<file path="config.mk">
export PLATFORM = sky130hd
export DESIGN_NAME = axi_lite_cmd_master_flat
export DESIGN_NICKNAME = d
export VERILOG_FILES = /design/src/rtl/axi_lite_pkg.sv /design/src/rtl/axi_lite_cmd_master_if.sv /design/src/rtl/axi_lite_timeout.sv /design/src/rtl/axi_lite_cmd_master.sv /design/src/flat_wrapper.sv
export SDC_FILE = /design/constraint.sdc
export NUM_CORES = 1
export LEC_CHECK = 0
export CORE_ASPECT_RATIO = 0.75
export CORE_MARGIN = 3
export CORE_UTILIZATION = 34
export DETAILED_ROUTE_END_ITERATION = 7
export PLACE_DENSITY_LB_ADDON = 0.3
export SYNTH_ARGS = -nofsm -noshare
export SYNTH_HDL_FRONTEND = slang
export SYNTH_SLANG_ARGS = --single-unit
</file>
<file path="constraint.sdc">
create_clock -name clk -period 1.4 [get_ports clk]
set_input_delay 0.42 -clock clk [delete_from_list [all_inputs] [get_ports clk]]
set_output_delay 0.42 -clock clk [all_outputs]
set_load 0.02 [all_outputs]
</file>
<file path="src/rtl/axi_lite_pkg.sv">
`default_nettype none
// ==========================================================================
// Module : axi_lite_pkg
// Brief  : AXI-Lite response codes and command-master FSM state encodings.
// Rev    : 1.0
// ==========================================================================
package axi_lite_pkg;

   localparam logic [1:0] RESP_OKAY   = 2'b00;
   localparam logic [1:0] RESP_EXOKAY = 2'b01;
   localparam logic [1:0] RESP_SLVERR = 2'b10;
   localparam logic [1:0] RESP_DECERR = 2'b11;

   localparam logic [2:0] ST_IDLE    = 3'd0;
   localparam logic [2:0] ST_WR_REQ  = 3'd1;
   localparam logic [2:0] ST_WR_RESP = 3'd2;
   localparam logic [2:0] ST_RD_REQ  = 3'd3;
   localparam logic [2:0] ST_RD_DATA = 3'd4;

endpackage
`default_nettype wire

</file>
<file path="src/rtl/axi_lite_cmd_master_if.sv">
`default_nettype none
// ==========================================================================
// Module : axi_lite_cmd_master_if
// Brief  : AXI-Lite read/write channel bundle with master and slave views.
// Rev    : 1.0
// ==========================================================================
interface axi_lite_cmd_master_if #(
   parameter int ADDR_WIDTH   = 32,
   parameter int DATA_WIDTH   = 32,
   parameter int STROBE_WIDTH = DATA_WIDTH / 8
);
   logic                    awvalid;
   logic [ADDR_WIDTH-1:0]   awaddr;
   logic                    awready;
   logic                    wvalid;
   logic [DATA_WIDTH-1:0]   wdata;
   logic [STROBE_WIDTH-1:0] wstrb;
   logic                    wready;
   logic                    bvalid;
   logic                    bready;
   logic [1:0]              bresp;
   logic                    arvalid;
   logic [ADDR_WIDTH-1:0]   araddr;
   logic                    arready;
   logic                    rvalid;
   logic                    rready;
   logic [1:0]              rresp;
   logic [DATA_WIDTH-1:0]   rdata;

   modport master (
      output awvalid, awaddr, wvalid, wdata, wstrb, bready, arvalid, araddr, rready,
      input  awready, wready, bvalid, bresp, arready, rvalid, rresp, rdata
   );

   modport slave (
      input  awvalid, awaddr, wvalid, wdata, wstrb, bready, arvalid, araddr, rready,
      output awready, wready, bvalid, bresp, arready, rvalid, rresp, rdata
   );
endinterface
`default_nettype wire

</file>
<file path="src/rtl/axi_lite_timeout.sv">
`default_nettype none
// ==========================================================================
// Module : axi_lite_timeout
// Brief  : Watchdog counter; o_expire flags the cycle the count reaches the limit.
// Rev    : 1.0
// ==========================================================================
module axi_lite_timeout #(
   parameter int TIMEOUT_CYCLES = 256
) (
   input  logic clk,
   input  logic rst,
   input  logic i_clear,
   input  logic i_enable,
   output logic o_expire
);
   localparam int            CW   = $clog2(TIMEOUT_CYCLES + 1);
   localparam logic [CW-1:0] LAST = CW'(TIMEOUT_CYCLES - 1);
   localparam logic [CW-1:0] ONE  = CW'(1);

   logic [CW-1:0] count_q;
   logic [CW-1:0] count_d;

   always_comb begin
      count_d = count_q;
      if (i_clear) begin
         count_d = '0;
      end else if (i_enable) begin
         count_d = count_q + ONE;
      end
   end

   always_ff @(posedge clk) begin
      if (rst) begin
         count_q <= '0;
      end else begin
         count_q <= count_d;
      end
   end

   // count_q lags by one, so LAST here is the cycle the count becomes the limit
   assign o_expire = i_enable && (count_q == LAST);
endmodule
`default_nettype wire

</file>
<file path="src/rtl/axi_lite_cmd_master.sv">
`default_nettype none
// ==========================================================================
// Module : axi_lite_cmd_master
// Brief  : Single-outstanding command port to AXI-Lite master bridge.
// Macro  : AXI_LITE_CMD_MASTER_TIMEOUT_EN adds a per-transaction watchdog.
// Rev    : 1.0
// ==========================================================================
module axi_lite_cmd_master
   import axi_lite_pkg::*;
#(
   parameter int ADDR_WIDTH     = 32,
   parameter int DATA_WIDTH     = 32,
   parameter int STROBE_WIDTH   = DATA_WIDTH / 8,
   parameter int TIMEOUT_CYCLES = 256
) (
   input  logic                     clk,
   input  logic                     rst,
   input  logic                     i_cmd_stb,
   input  logic                     i_cmd_wr,
   input  logic [ADDR_WIDTH-1:0]    i_cmd_addr,
   input  logic [DATA_WIDTH-1:0]    i_cmd_data,
   input  logic [STROBE_WIDTH-1:0]  i_cmd_strb,
   output logic                     o_cmd_rdy,
   output logic                     o_rsp_stb,
   output logic [DATA_WIDTH-1:0]    o_rsp_data,
   output logic [1:0]               o_rsp_resp,
   output logic                     o_rsp_timeout,
   axi_lite_cmd_master_if.master    m_axi
);
   logic [2:0]              state_q,       state_d;
   logic [ADDR_WIDTH-1:0]   addr_q,        addr_d;
   logic [DATA_WIDTH-1:0]   data_q,        data_d;
   logic [STROBE_WIDTH-1:0] strb_q,        strb_d;
   logic                    awvalid_q,     awvalid_d;
   logic                    wvalid_q,      wvalid_d;
   logic                    bready_q,      bready_d;
   logic                    arvalid_q,     arvalid_d;
   logic                    rready_q,      rready_d;
   logic                    rsp_stb_q,     rsp_stb_d;
   logic [DATA_WIDTH-1:0]   rsp_data_q,    rsp_data_d;
   logic [1:0]              rsp_resp_q,    rsp_resp_d;
   logic                    rsp_timeout_q, rsp_timeout_d;
   logic                    w_expire;
   logic                    w_accept;
   logic                    w_busy;

   assign w_accept = (state_q == ST_IDLE) && i_cmd_stb;
   assign w_busy   = (state_q != ST_IDLE);

`ifdef AXI_LITE_CMD_MASTER_TIMEOUT_EN
   axi_lite_timeout #(
      .TIMEOUT_CYCLES (TIMEOUT_CYCLES)
   ) u_timeout (
      .clk      (clk),
      .rst      (rst),
      .i_clear  (w_accept),
      .i_enable (w_busy),
      .o_expire (w_expire)
   );
`else
   assign w_expire = 1'b0;
`endif

   always_comb begin
      state_d       = state_q;
      addr_d        = addr_q;
      data_d        = data_q;
      strb_d        = strb_q;
      awvalid_d     = awvalid_q;
      wvalid_d      = wvalid_q;
      bready_d      = bready_q;
      arvalid_d     = arvalid_q;
      rready_d      = rready_q;
      rsp_stb_d     = 1'b0;
      rsp_data_d    = rsp_data_q;
      rsp_resp_d    = rsp_resp_q;
      rsp_timeout_d = rsp_timeout_q;

      case (state_q)
         ST_IDLE: begin
            if (w_accept) begin
               addr_d = i_cmd_addr;
               data_d = i_cmd_data;
               strb_d = i_cmd_strb;
               if (i_cmd_wr) begin
                  state_d   = ST_WR_REQ;
                  awvalid_d = 1'b1;
                  wvalid_d  = 1'b1;
               end else begin
                  state_d   = ST_RD_REQ;
                  arvalid_d = 1'b1;
               end
            end
         end
         ST_WR_REQ: begin
            // A low valid means that channel has already handshaken
            if (m_axi.awready) awvalid_d = 1'b0;
            if (m_axi.wready)  wvalid_d  = 1'b0;
            if ((!awvalid_q || m_axi.awready) && (!wvalid_q || m_axi.wready)) begin
               state_d  = ST_WR_RESP;
               bready_d = 1'b1;
            end
         end
         ST_WR_RESP: begin
            if (m_axi.bvalid) begin
               state_d       = ST_IDLE;
               bready_d      = 1'b0;
               rsp_stb_d     = 1'b1;
               rsp_data_d    = '0;
               rsp_resp_d    = m_axi.bresp;
               rsp_timeout_d = 1'b0;
            end
         end
         ST_RD_REQ: begin
            if (m_axi.arready) begin
               state_d   = ST_RD_DATA;
               arvalid_d = 1'b0;
               rready_d  = 1'b1;
            end
         end
         ST_RD_DATA: begin
            if (m_axi.rvalid) begin
               state_d       = ST_IDLE;
               rready_d      = 1'b0;
               rsp_stb_d     = 1'b1;
               rsp_data_d    = m_axi.rdata;
               rsp_resp_d    = m_axi.rresp;
               rsp_timeout_d = 1'b0;
            end
         end
         default: state_d = ST_IDLE;
      endcase

      // A completing B/R handshake already returned to IDLE and wins over the watchdog
      if (w_expire && (state_d != ST_IDLE)) begin
         state_d       = ST_IDLE;
         awvalid_d     = 1'b0;
         wvalid_d      = 1'b0;
         bready_d      = 1'b0;
         arvalid_d     = 1'b0;
         rready_d      = 1'b0;
         rsp_stb_d     = 1'b1;
         rsp_data_d    = '0;
         rsp_resp_d    = RESP_SLVERR;
         rsp_timeout_d = 1'b1;
      end
   end

   always_ff @(posedge clk) begin
      if (rst) begin
         state_q       <= ST_IDLE;
         addr_q        <= '0;
         data_q        <= '0;
         strb_q        <= '0;
         awvalid_q     <= 1'b0;
         wvalid_q      <= 1'b0;
         bready_q      <= 1'b0;
         arvalid_q     <= 1'b0;
         rready_q      <= 1'b0;
         rsp_stb_q     <= 1'b0;
         rsp_data_q    <= '0;
         rsp_resp_q    <= RESP_OKAY;
         rsp_timeout_q <= 1'b0;
      end else begin
         state_q       <= state_d;
         addr_q        <= addr_d;
         data_q        <= data_d;
         strb_q        <= strb_d;
         awvalid_q     <= awvalid_d;
         wvalid_q      <= wvalid_d;
         bready_q      <= bready_d;
         arvalid_q     <= arvalid_d;
         rready_q      <= rready_d;
         rsp_stb_q     <= rsp_stb_d;
         rsp_data_q    <= rsp_data_d;
         rsp_resp_q    <= rsp_resp_d;
         rsp_timeout_q <= rsp_timeout_d;
      end
   end

   assign o_cmd_rdy     = (state_q == ST_IDLE) && !rst;
   assign o_rsp_stb     = rsp_stb_q;
   assign o_rsp_data    = rsp_data_q;
   assign o_rsp_resp    = rsp_resp_q;
   assign o_rsp_timeout = rsp_timeout_q;

   assign m_axi.awvalid = awvalid_q;
   assign m_axi.awaddr  = addr_q;
   assign m_axi.wvalid  = wvalid_q;
   assign m_axi.wdata   = data_q;
   assign m_axi.wstrb   = strb_q;
   assign m_axi.bready  = bready_q;
   assign m_axi.arvalid = arvalid_q;
   assign m_axi.araddr  = addr_q;
   assign m_axi.rready  = rready_q;
endmodule
`default_nettype wire
</file>
<file path="src/flat_wrapper.sv">
// flat-port wrapper written by rule: the top's interface ports become plain ports
module axi_lite_cmd_master_flat import axi_lite_pkg::*;
#(
   parameter int ADDR_WIDTH     = 32,
   parameter int DATA_WIDTH     = 32,
   parameter int STROBE_WIDTH   = DATA_WIDTH / 8,
   parameter int TIMEOUT_CYCLES = 256
)
  (clk, rst, i_cmd_stb, i_cmd_wr, i_cmd_addr, i_cmd_data, i_cmd_strb, o_cmd_rdy, o_rsp_stb, o_rsp_data, o_rsp_resp, o_rsp_timeout, m_axi_awvalid, m_axi_awaddr, m_axi_wvalid, m_axi_wdata, m_axi_wstrb, m_axi_bready, m_axi_arvalid, m_axi_araddr, m_axi_rready, m_axi_awready, m_axi_wready, m_axi_bvalid, m_axi_bresp, m_axi_arready, m_axi_rvalid, m_axi_rresp, m_axi_rdata);
  axi_lite_cmd_master_if #(.ADDR_WIDTH(ADDR_WIDTH), .DATA_WIDTH(DATA_WIDTH), .STROBE_WIDTH(STROBE_WIDTH)) m_axi_i ();
  input  logic clk;
  input  logic rst;
  input  logic i_cmd_stb;
  input  logic i_cmd_wr;
  input  logic [ADDR_WIDTH-1:0] i_cmd_addr;
  input  logic [DATA_WIDTH-1:0] i_cmd_data;
  input  logic [STROBE_WIDTH-1:0] i_cmd_strb;
  output logic o_cmd_rdy;
  output logic o_rsp_stb;
  output logic [DATA_WIDTH-1:0] o_rsp_data;
  output logic [1:0] o_rsp_resp;
  output logic o_rsp_timeout;
  output wire logic [$bits(m_axi_i.awvalid)-1:0] m_axi_awvalid;
  output wire logic [$bits(m_axi_i.awaddr)-1:0] m_axi_awaddr;
  output wire logic [$bits(m_axi_i.wvalid)-1:0] m_axi_wvalid;
  output wire logic [$bits(m_axi_i.wdata)-1:0] m_axi_wdata;
  output wire logic [$bits(m_axi_i.wstrb)-1:0] m_axi_wstrb;
  output wire logic [$bits(m_axi_i.bready)-1:0] m_axi_bready;
  output wire logic [$bits(m_axi_i.arvalid)-1:0] m_axi_arvalid;
  output wire logic [$bits(m_axi_i.araddr)-1:0] m_axi_araddr;
  output wire logic [$bits(m_axi_i.rready)-1:0] m_axi_rready;
  input wire logic [$bits(m_axi_i.awready)-1:0] m_axi_awready;
  input wire logic [$bits(m_axi_i.wready)-1:0] m_axi_wready;
  input wire logic [$bits(m_axi_i.bvalid)-1:0] m_axi_bvalid;
  input wire logic [$bits(m_axi_i.bresp)-1:0] m_axi_bresp;
  input wire logic [$bits(m_axi_i.arready)-1:0] m_axi_arready;
  input wire logic [$bits(m_axi_i.rvalid)-1:0] m_axi_rvalid;
  input wire logic [$bits(m_axi_i.rresp)-1:0] m_axi_rresp;
  input wire logic [$bits(m_axi_i.rdata)-1:0] m_axi_rdata;
  assign m_axi_awvalid = m_axi_i.awvalid;
  assign m_axi_awaddr = m_axi_i.awaddr;
  assign m_axi_wvalid = m_axi_i.wvalid;
  assign m_axi_wdata = m_axi_i.wdata;
  assign m_axi_wstrb = m_axi_i.wstrb;
  assign m_axi_bready = m_axi_i.bready;
  assign m_axi_arvalid = m_axi_i.arvalid;
  assign m_axi_araddr = m_axi_i.araddr;
  assign m_axi_rready = m_axi_i.rready;
  assign m_axi_i.awready = m_axi_awready;
  assign m_axi_i.wready = m_axi_wready;
  assign m_axi_i.bvalid = m_axi_bvalid;
  assign m_axi_i.bresp = m_axi_bresp;
  assign m_axi_i.arready = m_axi_arready;
  assign m_axi_i.rvalid = m_axi_rvalid;
  assign m_axi_i.rresp = m_axi_rresp;
  assign m_axi_i.rdata = m_axi_rdata;
  axi_lite_cmd_master #(.ADDR_WIDTH(ADDR_WIDTH), .DATA_WIDTH(DATA_WIDTH), .STROBE_WIDTH(STROBE_WIDTH), .TIMEOUT_CYCLES(TIMEOUT_CYCLES)) u_core (.clk(clk), .rst(rst), .i_cmd_stb(i_cmd_stb), .i_cmd_wr(i_cmd_wr), .i_cmd_addr(i_cmd_addr), .i_cmd_data(i_cmd_data), .i_cmd_strb(i_cmd_strb), .o_cmd_rdy(o_cmd_rdy), .o_rsp_stb(o_rsp_stb), .o_rsp_data(o_rsp_data), .o_rsp_resp(o_rsp_resp), .o_rsp_timeout(o_rsp_timeout), .m_axi(m_axi_i));
endmodule
</file>
* Word-level counts from Yosys, hierarchy flattened
Index checks and enable logic that the tools add are counted.
** Storage, ports and cells
- Flip-flop bits (word level) :: 112
- Bits of input ports :: 113
- Output and inout bits :: 142
** Cells by class
- Equal/unequal tests :: 13
- Mux-type cells :: 33
- Reduce and logical (&&, ||, !) cells :: 22
** Operators by type and width (count)
- $mux 32 :: 2
- $pmux 32 s2 :: 1
- $mux 3 :: 5
- $pmux 3 s5 :: 1
- $ne 2x2->1 const B :: 7
- $pmux 1 s2 :: 7
- $mux 1 :: 13
- $reduce_and 4->1 :: 3
- $reduce_bool 2->1 :: 5
- $reduce_and 3->1 :: 3
- $eq 3x2->1 const B :: 2
- $mux 2 :: 3
- $reduce_and 5->1 :: 1
- $ne 2x1->1 const B :: 2
- $pmux 2 s2 :: 1
- $eq 3x1->1 const B :: 1
- $eq 3x3->1 const B :: 1
- $logic_and 1x1->1 :: 3
- $logic_not 1->1 :: 3
- $logic_not 3->1 :: 1
- $logic_or 1x1->1 :: 2
- $reduce_and 2->1 :: 1

* Depth between registers and ports, before layout
Gate-level depths: netlist of run 1.
- Word-level depth :: 5
- Mapped depth :: 6

* Least setup slack after synthesis of run 1
Ideal clock, no wire load.
- Kind :: input to output
- Start :: input rst
- End :: output o_cmd_rdy
- Arrival :: 1.377 ns
- Slack :: -0.397 ns
- Stages on the path :: 3
- Path buffers :: 2
- Cell sequence :: clkbuf_1 clkbuf_1 nor4_1
** Between the ends
- Longest elaborated chain between the ends :: 2
** RTL lines
- from (decl) :: line flat_wrapper.sv:12 : input logic rst;
- $logic_not 1->1 :: line axi_lite_cmd_master.sv:181 : assign o_cmd_rdy = (state_q == ST_IDLE) && !rst;
- $logic_and 1x1->1 :: line axi_lite_cmd_master.sv:181
- to (decl) :: line flat_wrapper.sv:18 : output logic o_cmd_rdy;
No other way between the ends.

* Final worst setup path of run 1
- Start :: register u_core.state_q[1]
- End :: register u_core.addr_q[10], in the netlist u_core.m_axi.araddr[10]
** Between the ends
- Longest elaborated chain between the ends :: 3
** RTL lines
- from (decl) :: line axi_lite_cmd_master.sv:30 : logic [2:0] state_q, state_d;
- from (signal assigned) :: line axi_lite_cmd_master.sv:165 : state_q <= state_d;
- $logic_not 3->1 (*) :: line axi_lite_cmd_master.sv:47, axi_lite_cmd_master.sv:79
- $logic_and 1x1->1 :: line axi_lite_cmd_master.sv:47 : assign w_accept = (state_q == ST_IDLE) && i_cmd_stb;
- $reduce_and 2->1 (no line) (*)
- to (signal assigned) :: line axi_lite_cmd_master.sv:166 : addr_q <= addr_d;
- to (decl) :: line axi_lite_cmd_master.sv:31 : logic [ADDR_WIDTH-1:0] addr_q, addr_d;
Mark *: on every way between the ends. The rest lies on a longest branch, timed or not.
A chain may end at the register's enable or synchronous reset.

==> results.md, run 1 <==
- Outcome: finished, violations left
- Failing checks: setup timing
- Setup TNS: -10.00 ns
- Final Hold Vio Count: 0
- Chip Height: 103.5 µm
- Largest net degree at the start of global routing: 113
- Synthesized flop and latch total: 111
- Final Slew Violations: 0
- Period utilisation layout: 112.9%
- Slew Limit Headroom: 37.62%
- Register area share after synthesis: 51.57%
- Worst Path Max Fanout: 6
- Leak pwr: 3.127 nW
- Synth top area share: 51.57%
- Hold-fix buffers, CTS: 0
- Initial DRC Count: 135
- Crit start category: flop
- Worst Reg2Reg Path Length in Cells: 4
- Port Buffers: 253
- Final Critical Period: 1.580 ns
- Utilization after layout: 61.32%
- Clk Latency, worst-skew pair: 0.34 ns
- Synth top area cells: dfxtp_1, nand2_1, a21oi_1, buf_4, nand3_1
- Reg clk slew, reported paths: 0.07 ns
- Final WS setup: -0.1803 ns
- Crit path cell chain: or4b_4 > clkbuf_16 > nand2_1 > a21oi_1
- CP max-delay cell: or4b_4
- Commonest non-fill, non-tap cell in the layout: nand2_1
- CP endpoint kind: flop
- Most frequent cells in the layout: nand2_1, buf_2, clkdlybuf4s50_1
- Post-route cell area: 0.007356 mm²
- CTS tree: built
- Worst Skew: 0.009519 ns
- Initial Util: 35.92%
- First-pass GRT wire length: 22.97 mm
- Avg Inst Size Synth: 8.070 µm²
- Pre-CTS setup slack: -0.7519 ns
- Total congestion overflow: 0
- ANT cells: 0
- Vias in the first global route: 4,520
- Placer Congestion: 0.7293
- Routed Antenna Nets: 0
- Area grow syn2layout: 70.70%
- Crit Path Class: reg -> reg
- CTS Sinks: 111
- Peak VDD IR: 0.0006118 V
- CTS root buffer: clkbuf_16
- Class of the worst hold path: reg -> reg
- Worst Tran Pin Value: 0.9357 ns
- H-tree levels: 3
- Cell count along the critical path: 4
- Synth cell types: 32
- Ys flop type: dfxtp_1
- Buf+Inv Stages, Crit Path: 1
- Post-Layout Cell Count: 937
- EDFF count, synth: 0
- Vias per cell: 4.914
- Die Wd: 136.0 µm
- Total global-route track usage: 20.65%
- Syn. warnings: 0
- Pwr Density: 1139 mW/mm²
- Drt drc: 0
- FP Rows: 34
- Mapped Area: 0.004309 mm²
- Worst Path Required: 1.57 ns
- DP Wirelength: 10.18 mm
- Placed insts: 897
- Final setup fails: 103
- CTS buffer count: 9
- Syn nets: 647
- WP data arrival: 1.75 ns
- Core ar.: 0.01200 mm²
- Mapped Cells: 534
- Share of cells above drive strength 1: 37.55%
- WL per Instance: 17.17 µm
- DP Area: 0.006860 mm²
- Leading area contributor after synthesis: dfxtp_1
- Die Area: 0.01407 mm²
- Nets: 883
- Ports: 255
- First-pass DRT Iterations: 4
- Initial antenna violation count: 0
- Hold path cells: 2
- CP peak stage delay: 0.67 ns
- Max cap viols: 0
- Max Clk Rate: 0.6328 GHz
- Fillers: 1,047
- RSZ-0062 raised after global routing: true
- Routed via count: 4,604
- Critical path's top delay family: simple AND/OR/NAND/NOR gates
- Total Wirelength: 16.09 mm
- Async set-reset flop share out of synthesis: 0%
- Clock tree buffer depth: 2
==> kinds of logic after synthesis <==
group           count (synthesis)  share of synthesized area, %
buf+inv                        78                         11.00
simple gates                  225                         22.56
mux                             2                        0.4646
compound gates                117                         14.31
flops                         111                         51.57
other cells                     1                       0.08702
==> metrics by stage <==
stage                     power (mW)  hold slack [ns]
final                          8.376           0.4549
after global routing           8.772           0.4758
after CTS                      8.353           0.4542
after detailed placement       5.692           0.4437
after global placement         5.652           0.4394
after floorplan                4.681           0.5076
==> state kept, by name, indices dropped and copies added (netlist names), 2 cells and up <==
register             count
u_core.m_axi.araddr     32
u_core.m_axi.wdata      32
u_core.o_rsp_resp        2
u_core.o_rsp_data       32
u_core.m_axi.wstrb       4
u_core.state_q           3
==> final timing paths <==
check,from,to,slack [ns]
min,u_core.m_axi.wdata[30],u_core.m_axi.wdata[30],0.45
min reg2reg,u_core.m_axi.wdata[30],u_core.m_axi.wdata[30],0.45
max,u_core.state_q[1],u_core.m_axi.araddr[10],-0.18
max reg2reg,u_core.state_q[1],u_core.m_axi.araddr[10],-0.18
==> layer usage <==
metal  GRT usage (%)  wire length, µm
met4           6.584              276
met5               0                0
met3           8.994             1579
met2           37.00             8014
met1           22.27             6215
==> cells in the mapped netlist, types with 2 or more instances <==
cell type	count
a31oi_1	2
buf_6	4
buf_4	34
nand2b_1	4
clkbuf_1	18
nor2_1	2
nand2_1	169
nand3_1	34
buf_1	2
buf_2	19
nor4bb_1	2
dfxtp_1	111
a211oi_1	3
mux2i_1	2
nor3_1	4
a21oi_1	107
nand4bb_1	2
==> area by class of cell <==
class	count	area, µm²	share of cell area (%)
clock buffers	10	239.0	3.249
clock inverters	6	43.79	0.5953
inverters	1	3.754	0.05103
multi-input cells	346	1949	26.50
flip-flops and latches	111	2247	30.55
well taps	162	202.7	2.756
repair buffers	301	2670	36.30
==> where the power goes <==
| part | switching (mW) | leakage (nW) | internal (mW) |
|---|---|---|---|
| clock network | 1.15 | 0.139 | 1.27 |
| registers | 0.167 | 0.912 | 3.38 |
| logic | 1.28 | 2.08 | 1.13 |
| total | 2.60 | 3.13 | 5.78 |
==> repair_timing <==
action | 4_1_cts | 5_1_grt
cloned | 7 | 8
pin swaps | 22 | 30
buffers inserted | 10 | 1
endpoints found under the setup margin | 250 | 171
gates resized for setup | 552 | 119
==> worst register-to-register path: cells and delay by family, from the launching register on <==
| family | cells | cell delay, ns |
|---|---|---|
| and+or+nand+nor | 2 | 0.73 |
| DFF | 1 | 0.39 |
| buffers and inverters | 1 | 0.22 |
| AOI/OAI and AO/OA | 1 | 0.07 |
Power figures use the tool's default switching activity.
==> inputs of run 2 (changes only) <==
ABC_CLOCK_PERIOD_IN_PS = 1500   (was unset)
CORE_UTILIZATION = 38   (was 34)
CTS_CLUSTER_DIAMETER = 30   (was unset)
clock period = 1.5 ns   (was 1.4 ns; I/O delays follow)
==> results.md, run 2 (synthesized netlist as in run 1, its figures left out) <==
- Outcome: finished, violations left
- Failing checks: setup timing
- First-pass DRT Iterations: 4 (unchanged)
- CTS Sinks: 111 (unchanged)
- Initial Util: 39.23% (+3.3 points)
- Final Hold Vio Count: 0 (unchanged)
- Worst Skew: 0.006967 ns (-0.002552 ns)
- Worst Path Max Fanout: 7 (+1)
- Commonest non-fill, non-tap cell in the layout: clkdlybuf4s50_1
- DP Wirelength: 9.809 mm (-3.6%)
- Initial DRC Count: 170 (+26%)
- Post-route cell area: 0.008686 mm² (+18%)
- Pwr Density: 1047 mW/mm² (-8.0%)
- Total power: 9.097 mW (+8.6%)
- Routed via count: 4,814 (+4.6%)
- Total global-route track usage: 22.99% (+2.3 points)
- Peak VDD IR: 0.0006736 V (+10%)
- Placer Congestion: 0.7448 (+2.1%)
- Chip Height: 98.22 µm (-5.1%)
- Leak pwr: 3.751 nW (+20%)
- DP Area: 0.006858 mm² (about the same)
- Reg clk slew, reported paths: 0.07 ns (about the same)
- Largest net degree at the start of global routing: 113 (unchanged)
- RSZ-0062 raised after global routing: true
- Total congestion overflow: 0 (unchanged)
- Worst Tran Pin Value: 0.9975 ns (+0.06180 ns)
- Final Critical Period: 1.602 ns (+0.02155 ns)
- Comb pwr share: 33.9% (+5.1 points)
- Hold-fix buffers, CTS: 0 (unchanged)
- Final setup fails: 97 (-5.8%)
- Clk pwr share: 28.9% (about the same)
- CTS buffer count: 9 (unchanged)
- Final hold slack: 0.4653 ns (+0.01046 ns)
- CP max-delay cell: dfxtp_4
- WP data arrival: 1.87 ns (+0.12 ns)
- Share of cells above drive strength 1: 53.52% (+16 points)
- Max cap viols: 0 (unchanged)
- ANT cells: 0 (unchanged)
- Max Clk Rate: 0.6243 GHz (-1.3%)
- Most frequent cells in the layout: clkdlybuf4s50_1, dfxtp_1, a21oi_2
- Die Wd: 129.0 µm (-5.2%)
- Core ar.: 0.01098 mm² (-8.4%)
- Final WS setup: -0.1019 ns (+0.07845 ns)
- Crit path cell chain: buf_8 > buf_12 > nor4bb_4 > buf_6 > clkbuf_16 > nand2_4 > a21oi_2
- Share of power burned in registers: 37.1% (-5.3 points)
- CTS tree: built
- Nets: 892 (+1.0%)
- Crit start category: flop
- CP endpoint kind: flop
- Setup TNS: -5.280 ns (+4.721 ns)
- Drt drc: 0 (unchanged)
- Worst Path Required: 1.77 ns (+0.20 ns)
- Ports: 255 (unchanged)
- FP Rows: 33 (-2.9%)
- Clk Latency, worst-skew pair: 0.34 ns (about the same)
- Clock tree buffer depth: 2 (unchanged)
- Final Slew Violations: 0 (unchanged)
- Class of the worst hold path: reg -> reg
- Switch Pwr: 2.837 mW (+9.3%)
- Period utilisation layout: 106.8% (-6.1 points)
- Area grow syn2layout: 101.6%
- WL per Instance: 20.13 µm (+17%)
- Die Area: 0.01267 mm² (-10%)
- H-tree levels: 3 (unchanged)
- CP peak stage delay: 0.37 ns (-0.30 ns)
- Routed Antenna Nets: 0 (unchanged)
- Vias in the first global route: 4,460 (-1.3%)
- CTS root buffer: clkbuf_16
- Slew Limit Headroom: 33.50% (-4.1 points)
- Total Wirelength: 18.54 mm (+15%)
- Initial antenna violation count: 0 (unchanged)
- P_int: 6.260 mW (+8.3%)
- First-pass GRT wire length: 23.16 mm (+0.84%)
- Vias per cell: 5.227 (+6.4%)
- Net Sw Frac: 31.18% (+0.19 points)
- Port Buffers: 253 (unchanged)
- Crit Path Class: reg -> reg
==> run 2: cell count changes in the layout (fill, tap and decap cells not counted), sizes merged, moves of 2 or more <==
cell / before / now
buf: 161 / 52
clkinv: 3 / 0
dlygate4sd2: 1 / 17
clkbuf: 14 / 106
clkdlybuf4s15: 25 / 34
inv: 3 / 1
bufinv: 0 / 3
==> run 2: layer usage <==
metal	up-vias	global-route usage, %	part of all wire, %
met2	214	39.53	50
met1	2320	26.32	39
met4	0	8.232	3.0
met3	48	8.092	7.8
met5	-	0	0
li1	2232	-	-
==> run 2: final timing paths <==
| kind | from | to | slack (ns) | cells past startpoint |
|---|---|---|---|---|
| worst min register to register | u_core.m_axi.wdata[20] | u_core.m_axi.wdata[20] | 0.47 | 2 |
| worst max-delay path | u_core.state_q[0] | u_core.o_rsp_data[6] | -0.10 | 7 |
| worst max register to register | u_core.state_q[0] | u_core.o_rsp_data[6] | -0.10 | 7 |
| worst min-delay path | u_core.m_axi.wdata[20] | u_core.m_axi.wdata[20] | 0.47 | 2 |
==> run 2: metrics by stage <==
step	util (%)	setup WS [ns]	cells
after floorplan	-	-0.01034	534
final	79.08	-0.1019	921
after global placement	62.44	-0.6280	872
after CTS	68.90	-0.1874	904
after global routing	79.08	-0.1528	921
after detailed placement	62.44	-0.6701	872
==> run 2: power by group through the flow <==
stage | sequential, mW | clock (mW) | combinational (mW)
after floorplan | 3.56 | 0 | 0.807
after global placement | 3.33 | 0 | 1.97
after detailed placement | 3.35 | 0 | 2.01
after CTS | 3.29 | 2.68 | 2.33
after global routing | 3.40 | 2.79 | 3.22
final | 3.38 | 2.63 | 3.09
==> run 2: timing repair <==
| action | in CTS | in global routing |
|---|---|---|
| pin swaps | 19 | 166 |
| gates cloned | 11 | 13 |
| resized for setup | 252 | 490 |
| buffers inserted | 8 | 9 |
| setup endpoints to repair | 217 | 200 |
| hold endpoints to repair | 0 | 0 |
==> run 2: cell type report <==
class | instances | area [µm²]
multi-input cells | 345 | 2828
well taps | 140 | 175.2
fillers | 672 | 2297
clock buffers | 9 | 225.2
flip-flops and latches | 111 | 2241
repair buffers | 311 | 3115
inverters | 1 | 3.754
clock inverters | 4 | 97.59
==> run 2: worst max-delay path: cells and delay by family, from the launching register on <==
family,cells,cell delay [ns]
AOI/OAI and AO/OA,1,0.13
buffers and inverters,4,0.62
DFF,1,0.37
and+or+nand+nor,2,0.42
